==> src/rtl/vector_fetch.sv <==
// rtl/vector_fetch.sv - AVG display-list fetch and flow-control engine
module vector_fetch #(
    parameter int PC_W        = 12,
    parameter int STACK_DEPTH = 4
) (
    input  logic            clk,
    input  logic            rst,
    input  logic            vggo,
    input  logic            vgrst,
    output logic [PC_W:0]   memAddr,
    input  logic [7:0]      memData,
    output logic [31:0]     instr,
    output logic            instrLen2,
    output logic            instrValid,
    input  logic            instrReady,
    output logic            halted,
    output logic            stackErr
);
    localparam int SP_W  = $clog2(STACK_DEPTH + 1);
    localparam int IDX_W = (STACK_DEPTH > 1) ? $clog2(STACK_DEPTH) : 1;

    localparam logic [2:0] OP_VCTR = 3'b000;
    localparam logic [2:0] OP_HALT = 3'b001;
    localparam logic [2:0] OP_JSRL = 3'b101;
    localparam logic [2:0] OP_RTSL = 3'b110;
    localparam logic [2:0] OP_JMPL = 3'b111;

    typedef enum logic [2:0] {
        IDLE, F_LO, F_HI, F_CAP, F2_LO, F2_HI, F2_CAP, EMIT
    } state_t;

    state_t           r_state;
    state_t           w_state_nx;
    logic [PC_W-1:0]  r_pc;
    logic [PC_W-1:0]  w_pc_nx;
    logic [PC_W-1:0]  w_pc_inc;
    logic [PC_W-1:0]  w_target;
    logic [SP_W-1:0]  r_sp;
    logic [SP_W-1:0]  w_sp_nx;
    logic [SP_W-1:0]  w_sp_dec;
    logic [IDX_W-1:0] w_push_idx;
    logic [IDX_W-1:0] w_pop_idx;
    logic [PC_W-1:0]  r_stack [STACK_DEPTH];
    logic [PC_W:0]    r_mem_addr;
    logic [PC_W:0]    w_addr_nx;
    logic [7:0]       r_lo;
    logic [15:0]      w_word;
    logic [15:0]      r_word1;
    logic [31:0]      r_instr;
    logic             r_len2;
    logic             r_halted;
    logic             r_stack_err;
    logic             w_push;
    logic             w_err_set;
    logic             w_load1;
    logic             w_load2;
    logic             w_word1_cap;

    // The word being decoded: high byte arrives this clk, low byte was captured last clk.
    assign w_word     = {memData, r_lo};
    assign w_target   = w_word[PC_W-1:0];
    assign w_pc_inc   = r_pc + PC_W'(1);
    assign w_sp_dec   = r_sp - SP_W'(1);
    assign w_push_idx = r_sp[IDX_W-1:0];
    assign w_pop_idx  = w_sp_dec[IDX_W-1:0];

    assign memAddr    = r_mem_addr;
    assign instr      = r_instr;
    assign instrLen2  = r_len2;
    assign instrValid = (r_state == EMIT);
    assign halted     = r_halted;
    assign stackErr   = r_stack_err;

    // Next-state, pc/sp update and decode of flow-control opcodes; vgrst overrides everything.
    always_comb begin
        w_state_nx  = r_state;
        w_pc_nx     = r_pc;
        w_sp_nx     = r_sp;
        w_push      = 1'b0;
        w_err_set   = 1'b0;
        w_load1     = 1'b0;
        w_load2     = 1'b0;
        w_word1_cap = 1'b0;
        case (r_state)
            IDLE: begin
                if (vggo) begin
                    w_state_nx = F_LO;
                    w_pc_nx    = '0;
                    w_sp_nx    = '0;
                end
            end
            F_LO:  w_state_nx = F_HI;
            F_HI:  w_state_nx = F_CAP;
            F_CAP: begin
                w_pc_nx = w_pc_inc;
                case (w_word[15:13])
                    OP_HALT: w_state_nx = IDLE;
                    OP_JMPL: begin
                        w_pc_nx    = w_target;
                        w_state_nx = F_LO;
                    end
                    OP_JSRL: begin
                        if (r_sp == SP_W'(STACK_DEPTH)) begin
                            w_err_set  = 1'b1;
                            w_state_nx = IDLE;
                        end else begin
                            w_push     = 1'b1;
                            w_pc_nx    = w_target;
                            w_sp_nx    = r_sp + SP_W'(1);
                            w_state_nx = F_LO;
                        end
                    end
                    OP_RTSL: begin
                        if (r_sp == '0) begin
                            w_err_set  = 1'b1;
                            w_state_nx = IDLE;
                        end else begin
                            w_pc_nx    = r_stack[w_pop_idx];
                            w_sp_nx    = w_sp_dec;
                            w_state_nx = F_LO;
                        end
                    end
                    OP_VCTR: begin
                        w_word1_cap = 1'b1;
                        w_state_nx  = F2_LO;
                    end
                    default: begin
                        w_load1    = 1'b1;
                        w_state_nx = EMIT;
                    end
                endcase
            end
            F2_LO: w_state_nx = F2_HI;
            F2_HI: w_state_nx = F2_CAP;
            F2_CAP: begin
                w_pc_nx    = w_pc_inc;
                w_load2    = 1'b1;
                w_state_nx = EMIT;
            end
            EMIT: begin
                if (instrReady) begin
                    w_state_nx = F_LO;
                end
            end
            default: w_state_nx = IDLE;
        endcase
        if (vgrst) begin
            w_state_nx  = IDLE;
            w_pc_nx     = '0;
            w_sp_nx     = '0;
            w_push      = 1'b0;
            w_err_set   = 1'b0;
            w_load1     = 1'b0;
            w_load2     = 1'b0;
            w_word1_cap = 1'b0;
        end
    end

    // The registered byte address is set up one clk ahead so it is on the port during F_LO/F_HI.
    always_comb begin
        w_addr_nx = r_mem_addr;
        case (w_state_nx)
            F_LO, F2_LO: w_addr_nx = {w_pc_nx, 1'b0};
            F_HI, F2_HI: w_addr_nx = {r_pc, 1'b1};
            default:     w_addr_nx = r_mem_addr;
        endcase
    end

    // Control and datapath registers.
    always_ff @(posedge clk or posedge rst) begin
        if (rst) begin
            r_state     <= IDLE;
            r_pc        <= '0;
            r_sp        <= '0;
            r_mem_addr  <= '0;
            r_lo        <= '0;
            r_word1     <= '0;
            r_instr     <= '0;
            r_len2      <= 1'b0;
            r_halted    <= 1'b1;
            r_stack_err <= 1'b0;
        end else begin
            r_state    <= w_state_nx;
            r_pc       <= w_pc_nx;
            r_sp       <= w_sp_nx;
            r_mem_addr <= w_addr_nx;
            r_halted   <= (w_state_nx == IDLE);
            if (r_state == F_HI || r_state == F2_HI) begin
                r_lo <= memData;
            end
            if (w_word1_cap) begin
                r_word1 <= w_word;
            end
            if (w_load1) begin
                r_instr <= {16'h0000, w_word};
                r_len2  <= 1'b0;
            end else if (w_load2) begin
                r_instr <= {w_word, r_word1};
                r_len2  <= 1'b1;
            end
            if (vgrst) begin
                r_stack_err <= 1'b0;
            end else if (w_err_set) begin
                r_stack_err <= 1'b1;
            end
        end
    end

    // Return-address storage; contents are only meaningful below sp so no reset is needed.
    always_ff @(posedge clk) begin
        if (w_push) begin
            r_stack[w_push_idx] <= w_pc_inc;
        end
    end
endmodule

==> config.mk <==
export PLATFORM = sky130hd
export DESIGN_NAME = vector_fetch
export DESIGN_NICKNAME = d
export VERILOG_FILES = /design/src/rtl/vector_fetch.sv
export SDC_FILE = /design/constraint.sdc
export NUM_CORES = 1
export LEC_CHECK = 0
export ABC_AREA = 1
export ABC_CLOCK_PERIOD_IN_PS = 6830
export BUFFER_PORTS_ARGS = -buffer_cell sky130_fd_sc_hd__clkbuf_2
export CAP_MARGIN = 15
export CORE_AREA = 8 8 99 123
export CTS_CLUSTER_DIAMETER = 120
export DETAILED_ROUTE_END_ITERATION = 12
export DIE_AREA = 0 0 107 131
export PLACE_DENSITY = 0.89
export SLEW_MARGIN = 20
export SYNTH_ARGS = -nofsm -noshare
export SYNTH_HDL_FRONTEND = slang
export SYNTH_SLANG_ARGS = --single-unit
==> constraint.sdc <==
create_clock -name clk -period 6.83 [get_ports clk]
set_input_delay 0.3415 -clock clk [delete_from_list [all_inputs] [get_ports clk]]
set_output_delay 0.3415 -clock clk [all_outputs]
set_load 0.01 [all_outputs]
==> results.env, run 1 <==
DP.FINAL_HPWL_UM=11400
CORE_REGION_AREA_UM2=10400
SYNTH_TOP_FLOP_CELL='sky130_fd_sc_hd__dfrtp_1'
DETAILED_ROUTE_WIRE_LENGTH_UM=16800
FINAL.MIN_CLOCK_PERIOD_NS=4.14
STARTING_UTILIZATION_OF_THE_CORE_AREA_PCT=61.8
VIASPERCELL=5.76
DETAIL_ROUTE.FIRST_PASS.ITERATIONS=5
YOSYS_WARNINGS=0
LARGEST_NET_DEGREE_AT_THE_START_OF_GLOBAL_ROUTING=91
FILLERINSTANCES=722
FINAL.SETUP.TNS_NS=0
REG2REG_FROM='r_sp[0]'
GRT_PASS1_VIAS=5347
FINALNONFILLERCELLS=949
WORSTSETUPSTARTPOINT='r_sp[0]'
ROUTE.DETAILED.WL_PER_INST_UM=17.7
YOSYSUNIQUECELLTYPES=30
TIMING.CRITICAL_PATH.TO='memAddr[11]'
TRITONCTS_NUM_SINKS=138
CLOCK_TREE.BUFFER_DEPTH=2
PLACE_CONGESTION=0.954
MAPPEDNETLISTAREA_UM2=6400
SLEW_VIOL_FINAL=0
FINAL_UTIL_PCT=70.6
CTS_BUFFERS=17
HTREE_LEVELS=4
TIMING.REG2REG.SETUP_SLACK_NS=2.69
SETUP-VIOLATIONS-FINAL=0
TIMING.CRITICAL_PATH.FROM_TYPE='flip-flop'
TRITONCTS='done'
DETAILEDPLACE.WORSTSLACK_NS=2.82
WORSTSKEWPAIRLATENCY_NS=0.42
FIN_WS_NS=2.69
CRITICAL_PATH_REQUIRED_NS=7.13
WORST-R2R-CELL-COUNT=12
GRT_PASS1_WL_UM=26900
DRC=0
POST_CTS.REPAIR.SETUP_BUFFERS=0
WORST_PIN_SLEW_NS=1.09
SYN_AVG_CELL_AREA_UM2=8.50
CTSROOTBUFFERMASTER='sky130_fd_sc_hd__clkbuf_16'
COUNT_OF_INPUT_AND_OUTPUT_BUFFERS=61
MAX_SLEW_HEADROOM_PCT=27.4
CLKSLEWWORSTSETUPHOLDPATHS_NS=0.06
TIMING_WORST_SETUP_PATH_TYPE='reg2reg'
REGTOREGENDPOINT='memAddr[11]'
DPL.CELL_COUNT=917
DRT_FIRST_ITER_VIOLATIONS=477
CLOCK_SKEW_NS=0.00704
POST_ROUTE_ANTENNA_NET_VIOLATION_COUNT=0
SYN-NUM-NETS=772
YOSYS_REGISTER_BITS=138
SYN_TO_FINAL_GROWTH_PCT=14.3
FMAX_GHz=0.241
MULTI_INPUT_AREA_UM2=2340
SYN_INST=753
RSZ0062_AT_GRT='no'
GLOBALROUTETOTALUTIL_PCT=24.9
BIGGEST_FANOUT_ALONG_THE_WORST_TIMING_PATH=28
ANTENNA_FOUND_INITIAL=0
FINAL_MIN_PERIOD_OVER_CLOCK_PERIOD_PCT=60.6
FLOORPLAN.ROWS=42
ANTENNA_CELLS_INSERTED=0
FINAL_LAYOUT_SIZE_SUFFIX_GT1_SHARE_PCT=14.2
HOLD_VIOL_FINAL=0
GRT.OVERFLOW.TOTAL=0
FLOORPLAN.DIE.HEIGHT_UM=131
YOSYSSEQAREASHARE_PCT=57.7
POST-LAYOUT-TOTAL-POWER_mW=2.24
FLOORPLAN.IO_PINS=62
CRIT_PATH_END_KIND='flip-flop'
IRDROPWORSTVDD_mV=0.285
ENDPOINT_ARRIVAL_TIME_ON_THE_CRITICAL_PATH_NS=4.44
LEAKAGE_nW=3.64
DIE_AREA_UM2=14000
DESIGN.FINAL.NETS=823
REGISTER_AREA_UM2=3690
POWER_DENSITY_nW_PER_UM2=307
ASYNCSETRESETFLOPFRACSYNTH_PCT=65.2
POST_CTS_RESIZED=0
VIAS=5466
POSTCTSHOLDBUFS=0
HOLD_CLASS='in2async'
SYNTH_ENABLE_FLOP_CELLS=48
DIE_W_UM=107
OUTCOME='finished, final reports clean'
MAXCAPVIOLATIONS=0
## worst max-delay path, cell delays in order, from the launching register on
cell and delay (ns):
sky130_fd_sc_hd__dfrtp_1 0.91, sky130_fd_sc_hd__clkinv_1 0.90, sky130_fd_sc_hd__ha_1 0.53, sky130_fd_sc_hd__inv_1 0.08
sky130_fd_sc_hd__nor2_1 0.07, sky130_fd_sc_hd__nor2_2 0.55, sky130_fd_sc_hd__nor2_1 0.08, sky130_fd_sc_hd__nand3_1 0.14
sky130_fd_sc_hd__nand2_2 0.10, sky130_fd_sc_hd__nand3_2 0.23, sky130_fd_sc_hd__nand2_2 0.22, sky130_fd_sc_hd__nand2_1 0.12
sky130_fd_sc_hd__nand2_1 0.06
## routing by layer
metal	global-route usage [%]	vias up	wire length, µm
met2	42.5	284	8630
met4	11.9	0	501
li1	-	2533	-
met3	5.89	39	1330
met5	0	-	0
met1	29.1	2610	6320
## area by class of cell
| class | instances | share of cell area, % |
|---|---|---|
| Clock inverter | 11 | 1.15 |
| Multi-Input combinational cell | 523 | 32.0 |
| Sequential cell | 138 | 50.5 |
| Tap cell | 132 | 2.26 |
| Timing Repair Buffer | 62 | 4.33 |
| Clock buffer | 21 | 6.57 |
| Inverter | 62 | 3.20 |
## logic make-up (layout without fill, tap and decap cells)
family          count (synthesis)  in the layout  share of synthesized area, %
fa+ha+maj                       6              6                          1.17
simple gates                  446            446                          29.4
flops                         138            138                          57.7
compound gates                 67             67                          5.30
xor+xnor                        4              4                         0.548
buf+inv                        92            156                          5.83
## stage by stage
stage               cell area [µm²]  hold WS, ns
floorplan                      6400        0.405
global placement               6740        0.458
detailed placement             6740        0.465
CTS                            7300        0.165
global route                   7310        0.187
finish                         7310        0.116
## state kept, by name (all words and copies together) (netlist names)
signal / flops
r_word1: 16
halted: 1
r_state: 3
instrLen2: 1
stackErr: 1
instr: 32
r_pc: 12
r_sp: 3
r_lo: 8
r_stack: 48
memAddr: 13
## layout by cell type, fill, tap and decap left out, types with 2 or more instances in the layout
master                         n
sky130_fd_sc_hd__nand2_2       6
sky130_fd_sc_hd__nand2_1     308
sky130_fd_sc_hd__nand3_1      89
sky130_fd_sc_hd__inv_6         4
sky130_fd_sc_hd__clkbuf_8      4
sky130_fd_sc_hd__nand4_1       6
sky130_fd_sc_hd__dfrtp_1      89
sky130_fd_sc_hd__edfxtp_1     48
sky130_fd_sc_hd__inv_1        57
sky130_fd_sc_hd__clkbuf_16    17
sky130_fd_sc_hd__nand3b_1      4
sky130_fd_sc_hd__clkinvlp_4    3
sky130_fd_sc_hd__nor2_2        8
sky130_fd_sc_hd__xor2_1        3
sky130_fd_sc_hd__and2_1        2
sky130_fd_sc_hd__o21ai_0      60
sky130_fd_sc_hd__ha_1          6
sky130_fd_sc_hd__inv_2         3
sky130_fd_sc_hd__nor2_1       19
sky130_fd_sc_hd__clkbuf_2     61
sky130_fd_sc_hd__clkinv_2      2
sky130_fd_sc_hd__inv_4         2
sky130_fd_sc_hd__a21oi_1       4
## worst min-delay path by stage
stage	from	to	slack [ns]	depth (start not counted)
floorplan	vgrst	stackErr	0.40	1
global placement	memAddr[3]	memAddr[3]	0.46	2
detailed placement	instr[6]	instr[6]	0.47	2
CTS	memData[4]	r_lo[4]	0.17	3
global route	memData[4]	r_lo[4]	0.19	3
finish	rst	memAddr[5]	0.12	3
## report_power, final
group,internal [mW],switching (mW)
clock network,0.507,0.359
logic,0.112,0.247
registers,0.954,0.0628
total,1.57,0.669
## Yosys cell counts (2+ instances only)
cell type | instances | area, µm²
sky130_fd_sc_hd__nand2_1 | 308 | 1160
sky130_fd_sc_hd__dfrtp_1 | 89 | 2230
sky130_fd_sc_hd__nand3_1 | 89 | 445
sky130_fd_sc_hd__o21ai_0 | 60 | 300
sky130_fd_sc_hd__inv_1 | 58 | 218
sky130_fd_sc_hd__edfxtp_1 | 48 | 1440
sky130_fd_sc_hd__nor2_1 | 21 | 78.8
sky130_fd_sc_hd__clkbuf_1 | 15 | 56.3
sky130_fd_sc_hd__buf_2 | 13 | 65.1
sky130_fd_sc_hd__ha_1 | 6 | 75.1
sky130_fd_sc_hd__nand2_2 | 6 | 37.5
sky130_fd_sc_hd__nand4_1 | 6 | 37.5
sky130_fd_sc_hd__nor2_2 | 6 | 37.5
sky130_fd_sc_hd__a21oi_1 | 4 | 20.0
sky130_fd_sc_hd__nand3b_1 | 4 | 30.0
sky130_fd_sc_hd__inv_2 | 3 | 11.3
sky130_fd_sc_hd__xor2_1 | 3 | 26.3
sky130_fd_sc_hd__and2_1 | 2 | 12.5
No activity file was read; power rests on OpenSTA's default activity.
==> run 2: changes to the inputs <==
--- a/config.mk
+++ b/config.mk
@@ -6,14 +6,14 @@
 export NUM_CORES = 1
 export LEC_CHECK = 0
 export ABC_AREA = 1
-export ABC_CLOCK_PERIOD_IN_PS = 6830
+export ABC_CLOCK_PERIOD_IN_PS = 3500
 export BUFFER_PORTS_ARGS = -buffer_cell sky130_fd_sc_hd__clkbuf_2
 export CAP_MARGIN = 15
-export CORE_AREA = 8 8 99 123
+export CORE_AREA = 8 8 108 134
 export CTS_CLUSTER_DIAMETER = 120
 export DETAILED_ROUTE_END_ITERATION = 12
-export DIE_AREA = 0 0 107 131
-export PLACE_DENSITY = 0.89
+export DIE_AREA = 0 0 116 142
+export PLACE_DENSITY = 0.79
 export SLEW_MARGIN = 20
 export SYNTH_ARGS = -nofsm -noshare
 export SYNTH_HDL_FRONTEND = slang
==> constraint.sdc (replaced) <==
create_clock -name clk -period 3.5 [get_ports clk]
set_input_delay 0.175 -clock clk [delete_from_list [all_inputs] [get_ports clk]]
set_output_delay 0.175 -clock clk [all_outputs]
set_load 0.01 [all_outputs]
==> run 2 against run 1 <==
- die area rose by 18%
- sequential power up 93%
- clock power grew 110%
- non-clock buffer count grew 13
==> results.env, run 2 (synthesized netlist as in run 1, its figures left out) <==
DESIGN.FINAL.NETS=836
BIGGEST_FANOUT_ALONG_THE_WORST_TIMING_PATH=33
TRITONCTS='done'
ANTENNA_FOUND_INITIAL=0
COMMONEST_NON_FILL_NON_TAP_CELLS_IN_THE_LAYOUT='sky130_fd_sc_hd__nand2_1, sky130_fd_sc_hd__nand3_1, sky130_fd_sc_hd__dfrtp_1, sky130_fd_sc_hd__clkbuf_2, sky130_fd_sc_hd__o21ai_0'
GRT_PASS1_VIAS=5112
REG2REG_FROM='r_state[1]'
DIE_W_UM=116
DPL_CELL_AREA_UM2=6870
DETAILED_ROUTE_WIRE_LENGTH_UM=15600
FINAL_LAYOUT_SIZE_SUFFIX_GT1_SHARE_PCT=14.8
GRT.OVERFLOW.TOTAL=0
WORSTSETUPSTARTPOINT='r_state[1]'
PLACE_CONGESTION=0.887
FINAL.MIN_CLOCK_PERIOD_NS=2.60
LARGEST_NET_DEGREE_AT_THE_START_OF_GLOBAL_ROUTING=35
DRC=0
SLEW_VIOL_FINAL=0
CTSROOTBUFFERMASTER='sky130_fd_sc_hd__clkbuf_16'
CRIT_PATH_END_KIND='flip-flop'
FLOORPLAN.DIE.HEIGHT_UM=142
LARGEST_REGISTER_FFS=48
SETUP-VIOLATIONS-FINAL=0
CORE_REGION_AREA_UM2=12400
CRITICAL_PATH_REQUIRED_NS=3.86
RSZ0062_AT_GRT='no'
FLOORPLAN.ROWS=46
TIMING.CRITICAL_PATH.FROM_TYPE='flip-flop'
HOLD_VIOL_FINAL=0
TRITONCTS_NUM_SINKS=138
FIN_WS_NS=0.897
STARTING_UTILIZATION_OF_THE_CORE_AREA_PCT=51.5
DETAILEDPLACE.WORSTSLACK_NS=0.948
LARGEST-REGISTER='r_stack'
COUNT_OF_INPUT_AND_OUTPUT_BUFFERS=61
CLOCK_TREE.BUFFER_DEPTH=2
GLOBALROUTETOTALUTIL_PCT=19.9
FLOORPLAN.IO_PINS=62
DIE_AREA_UM2=16500
MAX_SLEW_HEADROOM_PCT=41.0
CLKSLEWWORSTSETUPHOLDPATHS_NS=0.06
FINAL.SETUP.TNS_NS=0
MAXCAPVIOLATIONS=0
WORSTSKEWPAIRLATENCY_NS=0.42
DRT_FIRST_ITER_VIOLATIONS=419
FILLERINSTANCES=1064
POWER_DENSITY_nW_PER_UM2=604
FINAL_COMMON_CELL='sky130_fd_sc_hd__nand2_1'
FMAX_GHz=0.384
HTREE_LEVELS=4
ENDPOINT_ARRIVAL_TIME_ON_THE_CRITICAL_PATH_NS=2.96
DETAIL_ROUTE.FIRST_PASS.ITERATIONS=5
POST_ROUTE_ANTENNA_NET_VIOLATION_COUNT=0
HOLD_CLASS='in2reg'
GRT_PASS1_WL_UM=25300
ROUTE.DETAILED.WL_PER_INST_UM=15.6
TIMING_WORST_SETUP_PATH_TYPE='reg2reg'
ANTENNA_CELLS_INSERTED=0
FINAL_AREA_UM2=7500
LEAKAGE_nW=3.73
CLOCK_SKEW_NS=0.00915
VIAS=5212
IRDROPWORSTVDD_mV=0.427
SYN_TO_FINAL_GROWTH_PCT=17.2
DP.FINAL_HPWL_UM=10600
POST_CTS_RESIZED=0
TIMING.CRITICAL_PATH.TO='instrLen2'
OUTCOME='finished, final reports clean'
WORST-R2R-CELL-COUNT=10
POST-LAYOUT-TOTAL-POWER_mW=4.53
VIASPERCELL=5.22
REGTOREGENDPOINT='instrLen2'
TIMING.REG2REG.SETUP_SLACK_NS=0.90
WORST_PIN_SLEW_NS=0.880
FINAL.HOLD.WORST_SLACK_NS=0.0464
FINAL_MIN_PERIOD_OVER_CLOCK_PERIOD_PCT=74.4
CTS_BUFFERS=17
-- run 2: cell count changes in the layout (fill, tap and decap cells not counted), moves of 2 or more --
cell,change
sky130_fd_sc_hd__buf_4,+12
sky130_fd_sc_hd__bufinv_16,+3
sky130_fd_sc_hd__clkbuf_1,+2
sky130_fd_sc_hd__clkinvlp_4,-2
sky130_fd_sc_hd__dlygate4sd3_1,+2
sky130_fd_sc_hd__inv_6,-2
sky130_fd_sc_hd__nor2_1,+2
sky130_fd_sc_hd__nor2_2,-2
-- run 2: power breakdown --
| group | internal (mW) | total [mW] | leakage (nW) | switching, mW |
|---|---|---|---|---|
| sequential | 1.86 | 1.97 | 1.65 | 0.112 |
| combinational | 0.223 | 0.704 | 1.78 | 0.480 |
| clock | 1.18 | 1.85 | 0.301 | 0.670 |
| total | 3.26 | 4.53 | 3.73 | 1.26 |
-- run 2: critical path: stages, from the launching register on --
cell	delay [ns]
sky130_fd_sc_hd__dfrtp_1	0.39
sky130_fd_sc_hd__inv_1	0.14
sky130_fd_sc_hd__nor2_1	0.08
sky130_fd_sc_hd__nand2_1	0.31
sky130_fd_sc_hd__inv_1	0.28
sky130_fd_sc_hd__nand2_1	0.11
sky130_fd_sc_hd__buf_4	0.24
sky130_fd_sc_hd__nand2_2	0.25
sky130_fd_sc_hd__inv_2	0.47
sky130_fd_sc_hd__a21boi_0	0.17
sky130_fd_sc_hd__inv_1	0.08
-- run 2: what timing repair did --
| item | 4_1_cts | 5_1_grt |
|---|---|---|
| setup buffers | 0 | 0 |
| setup endpoints to repair | 0 | 0 |
| hold buffers | 2 | 0 |
| hold endpoints to repair | 32 | 0 |
-- run 2: per-stage QoR --
step,util [%],cells
after floorplan,-,753
after global placement,55.2,964
after detailed placement,55.2,964
after CTS,60.3,998
after global routing,60.3,998
final,60.3,998
-- run 2: cell type report --
class                   instances  area [µm²]  area share, %
well taps                     168         210           2.80
repair buffers                 75         415           5.54
clock inverters                10         140           1.87
flip-flops and latches        138        3690           49.3
multi-input cells             523        2330           31.1
inverters                      62         234           3.12
clock buffers                  22         474           6.32
-- run 2: per-layer routing --
| metal | global-route usage [%] | share of wire, % | vias to the layer above | routed length (µm) |
|---|---|---|---|---|
| li1 | - | - | 2554 | - |
| met1 | 24.1 | 43 | 2465 | 6670 |
| met2 | 33.6 | 50 | 168 | 7850 |
| met3 | 4.67 | 4.8 | 25 | 753 |
| met4 | 7.32 | 1.8 | 0 | 280 |
| met5 | 0 | 0 | - | 0 |
-- run 2: worst min-delay path by stage --
stage | startpoint | to | slack, ns | cells past startpoint
after floorplan | vgrst | stackErr | 0.24 | 1
after global placement | rst | memAddr[8] | 0.23 | 2
after detailed placement | rst | memAddr[9] | 0.23 | 2
after CTS | vgrst | stackErr | 0.04 | 2
after global routing | vgrst | stackErr | 0.05 | 2
final | memData[2] | r_lo[2] | 0.05 | 3
==> run 3: changes to the inputs <==
--- a/config.mk
+++ b/config.mk
@@ -6,14 +6,14 @@
 export NUM_CORES = 1
 export LEC_CHECK = 0
 export ABC_AREA = 1
-export ABC_CLOCK_PERIOD_IN_PS = 3500
+export ABC_CLOCK_PERIOD_IN_PS = 2600
 export BUFFER_PORTS_ARGS = -buffer_cell sky130_fd_sc_hd__clkbuf_2
 export CAP_MARGIN = 15
-export CORE_AREA = 8 8 108 134
+export CORE_AREA = 8 8 103 128
 export CTS_CLUSTER_DIAMETER = 120
 export DETAILED_ROUTE_END_ITERATION = 12
-export DIE_AREA = 0 0 116 142
-export PLACE_DENSITY = 0.79
+export DIE_AREA = 0 0 111 136
+export PLACE_DENSITY = 0.83
 export SLEW_MARGIN = 20
 export SYNTH_ARGS = -nofsm -noshare
 export SYNTH_HDL_FRONTEND = slang
==> constraint.sdc (replaced) <==
create_clock -name clk -period 2.6 [get_ports clk]
set_input_delay 0.13 -clock clk [delete_from_list [all_inputs] [get_ports clk]]
set_output_delay 0.13 -clock clk [all_outputs]
set_load 0.01 [all_outputs]
==> run 3 against run 2 <==
- final area grew 0.43%
- sequential share of layout area shrank 0.21 points
- clock power grew 37%
- register-to-register slack lost 0.41 ns
- global-route usage grew 1.8 points
- clock skew is essentially flat
- non-clock buffer count grew 5
- critical path type unchanged
- largest cell class unchanged
==> results.env, run 3 (synthesized netlist as in run 1, its figures left out) <==
ANTENNA_FOUND_INITIAL=0
DESIGN.FINAL.NETS=841
FLOORPLAN.DIE.HEIGHT_UM=136
REG2REG_FROM='r_sp[1]'
REGTOREGENDPOINT='memAddr[6]'
FINAL_COMMON_CELL='sky130_fd_sc_hd__nand2_1'
CLKSLEWWORSTSETUPHOLDPATHS_NS=0.06
TIMING_WORST_SETUP_PATH_TYPE='reg2reg'
COMMONEST_NON_FILL_NON_TAP_CELLS_IN_THE_LAYOUT='sky130_fd_sc_hd__nand2_1, sky130_fd_sc_hd__nand3_1, sky130_fd_sc_hd__dfrtp_1, sky130_fd_sc_hd__clkbuf_2, sky130_fd_sc_hd__o21ai_0'
STARTING_UTILIZATION_OF_THE_CORE_AREA_PCT=56.7
POWER_DENSITY_nW_PER_UM2=817
HTREE_LEVELS=4
FLOORPLAN.ROWS=44
MULTI_INPUT_AREA_UM2=2330
DIE_W_UM=111
DPL_CELL_AREA_UM2=6870
MAXCAPVIOLATIONS=0
WORSTSETUPSTARTPOINT='r_sp[1]'
CRIT_PATH_END_KIND='flip-flop'
WORSTSKEWPAIRLATENCY_NS=0.42
DRC=0
P_SWITCHING_mW=1.70
LARGEST-REGISTER='r_stack'
SYN_TO_FINAL_GROWTH_PCT=17.7
POST_CTS_RESIZED=0
ROUTE.DETAILED.WL_PER_INST_UM=16.6
DETAILED_ROUTE_WIRE_LENGTH_UM=16100
TIMING.REG2REG.SETUP_SLACK_NS=0.48
RSZ0062_AT_GRT='no'
FILLERINSTANCES=847
FMAX_GHz=0.473
ENDPOINT_ARRIVAL_TIME_ON_THE_CRITICAL_PATH_NS=2.42
CLOCK_TREE.BUFFER_DEPTH=2
WORST_PIN_SLEW_NS=0.889
TIMING.CRITICAL_PATH.FROM_TYPE='flip-flop'
CRITICAL-PATH-SLOWEST-CELL='sky130_fd_sc_hd__dfrtp_1'
POST_CTS.REPAIR.SETUP_BUFFERS=0
IRDROPWORSTVDD_mV=0.689
LARGEST_REGISTER_FFS=48
PWR-SHARE-SEQ_PCT=43.4
PATH_CELLS='inv_1, ha_1, inv_1, nor2_1, nor2_2, nor2_1, nand3_1, nand2_2, nand2_1, nand2_2, nand2_2, nand2_1, nand2_1'
TIMING.CRITICAL_PATH.SLOWEST_CELL_DELAY_NS=0.42
GRT_PASS1_WL_UM=26300
DIE_AREA_UM2=15100
NETSWITCHINGFRACTION_PCT=27.6
VIASPERCELL=5.50
FINAL_MIN_PERIOD_OVER_CLOCK_PERIOD_PCT=81.4
PLACE_CONGESTION=0.940
TRITONCTS='done'
FINAL_LAYOUT_SIZE_SUFFIX_GT1_SHARE_PCT=15.3
ANTENNA_CELLS_INSERTED=0
CLOCK_SKEW_NS=0.00897
GLOBALROUTETOTALUTIL_PCT=21.8
VIAS=5349
CTSROOTBUFFERMASTER='sky130_fd_sc_hd__clkbuf_16'
FINAL.SETUP.TNS_NS=0
DETAIL_ROUTE.FIRST_PASS.ITERATIONS=5
POSTCTSHOLDBUFS=3
GRT_PASS1_VIAS=5152
CORE_REGION_AREA_UM2=11300
CLOCK_POWER_SHARE_PCT=41.2
FINAL.MIN_CLOCK_PERIOD_NS=2.12
HOLD_VIOL_FINAL=0
GRT.OVERFLOW.TOTAL=0
FINAL_AREA_UM2=7530
TIMING.CRITICAL_PATH.TO='memAddr[6]'
HOLD_CLASS='in2reg'
LARGEST_NET_DEGREE_AT_THE_START_OF_GLOBAL_ROUTING=63
SHARE_COMB_OF_TOTAL_POWER_PCT=15.5
WORST-R2R-CELL-COUNT=13
DP.FINAL_HPWL_UM=11000
LEAKAGE_nW=3.77
SETUP-VIOLATIONS-FINAL=0
OUTCOME='finished, final reports clean'
DRT_FIRST_ITER_VIOLATIONS=404
MAX_SLEW_HEADROOM_PCT=40.4
COUNT_OF_INPUT_AND_OUTPUT_BUFFERS=61
POST_ROUTE_ANTENNA_NET_VIOLATION_COUNT=0
CELLINTERNALPOWER_mW=4.45
TRITONCTS_NUM_SINKS=138
CRITICAL_PATH_REQUIRED_NS=2.90
SLEW_VIOL_FINAL=0
CTS_BUFFERS=17
BIGGEST_FANOUT_ALONG_THE_WORST_TIMING_PATH=13
REGISTER_AREA_UM2=3690
FLOORPLAN.IO_PINS=62
-- run 3: cell types whose count changed in the layout (fill, tap and decap cells not counted), sizes merged --
cell	previous run	this run
clkinv	5	6
buf	12	16
dlygate4sd3	2	3
inv	63	62
-- run 3: cell type report --
cell class / count / area share [%]
sequential: 138 / 49.0
multi-input combinational: 523 / 31.0
clock buffer: 22 / 6.58
inverter: 62 / 3.11
tap: 138 / 2.29
clock inverter: 10 / 1.81
timing repair buffer: 80 / 6.21
-- run 3: worst max-delay path: cells and delay by family (launching register included) --
family / cells / cell delay, ns
adders and majority gates: 1 / 0.19
DFF: 1 / 0.42
buffers and inverters: 2 / 0.18
and+or+nand+nor: 10 / 1.20
-- run 3: worst min path at each step --
stage               slack (ns)  cells past startpoint         end        from
detailed placement        0.16                      2  r_word1[8]         rst
global route              0.02                      3     r_lo[0]  memData[0]
CTS                      0.003                      3     r_lo[2]  memData[2]
global placement          0.16                      2  r_word1[8]         rst
finish                   0.009                      3     r_lo[2]  memData[2]
floorplan                 0.19                      1    stackErr       vgrst
-- run 3: power by group through the flow --
stage	registers [mW]	clock network [mW]	logic, mW
global placement	2.69	0	0.910
detailed placement	2.69	0	0.934
CTS	2.66	2.54	0.957
finish	2.67	2.53	0.951
global route	2.69	2.62	1.07
floorplan	2.72	0	0.557
-- run 3: metal layers --
metal | GRT usage, % | share of wire [%] | vias up | wire length (µm)
li1 | - | - | 2570 | -
met1 | 26.0 | 41 | 2528 | 6620
met2 | 36.4 | 50 | 208 | 8060
met3 | 4.42 | 5.4 | 43 | 874
met4 | 11.7 | 3.5 | 0 | 558
met5 | 0 | 0 | - | 0
-- run 3: metrics by stage --
stage	hold slack (ns)	power [mW]	worst slack (ns)	utilization, %	std cells
finish	0.00866	6.15	0.485	66.8	973
global route	0.0207	6.39	0.257	66.8	973
CTS	0.00261	6.16	0.507	66.8	973
detailed placement	0.162	3.62	0.557	60.9	938
global placement	0.155	3.60	0.630	60.9	938
floorplan	0.193	3.28	0.136	-	753
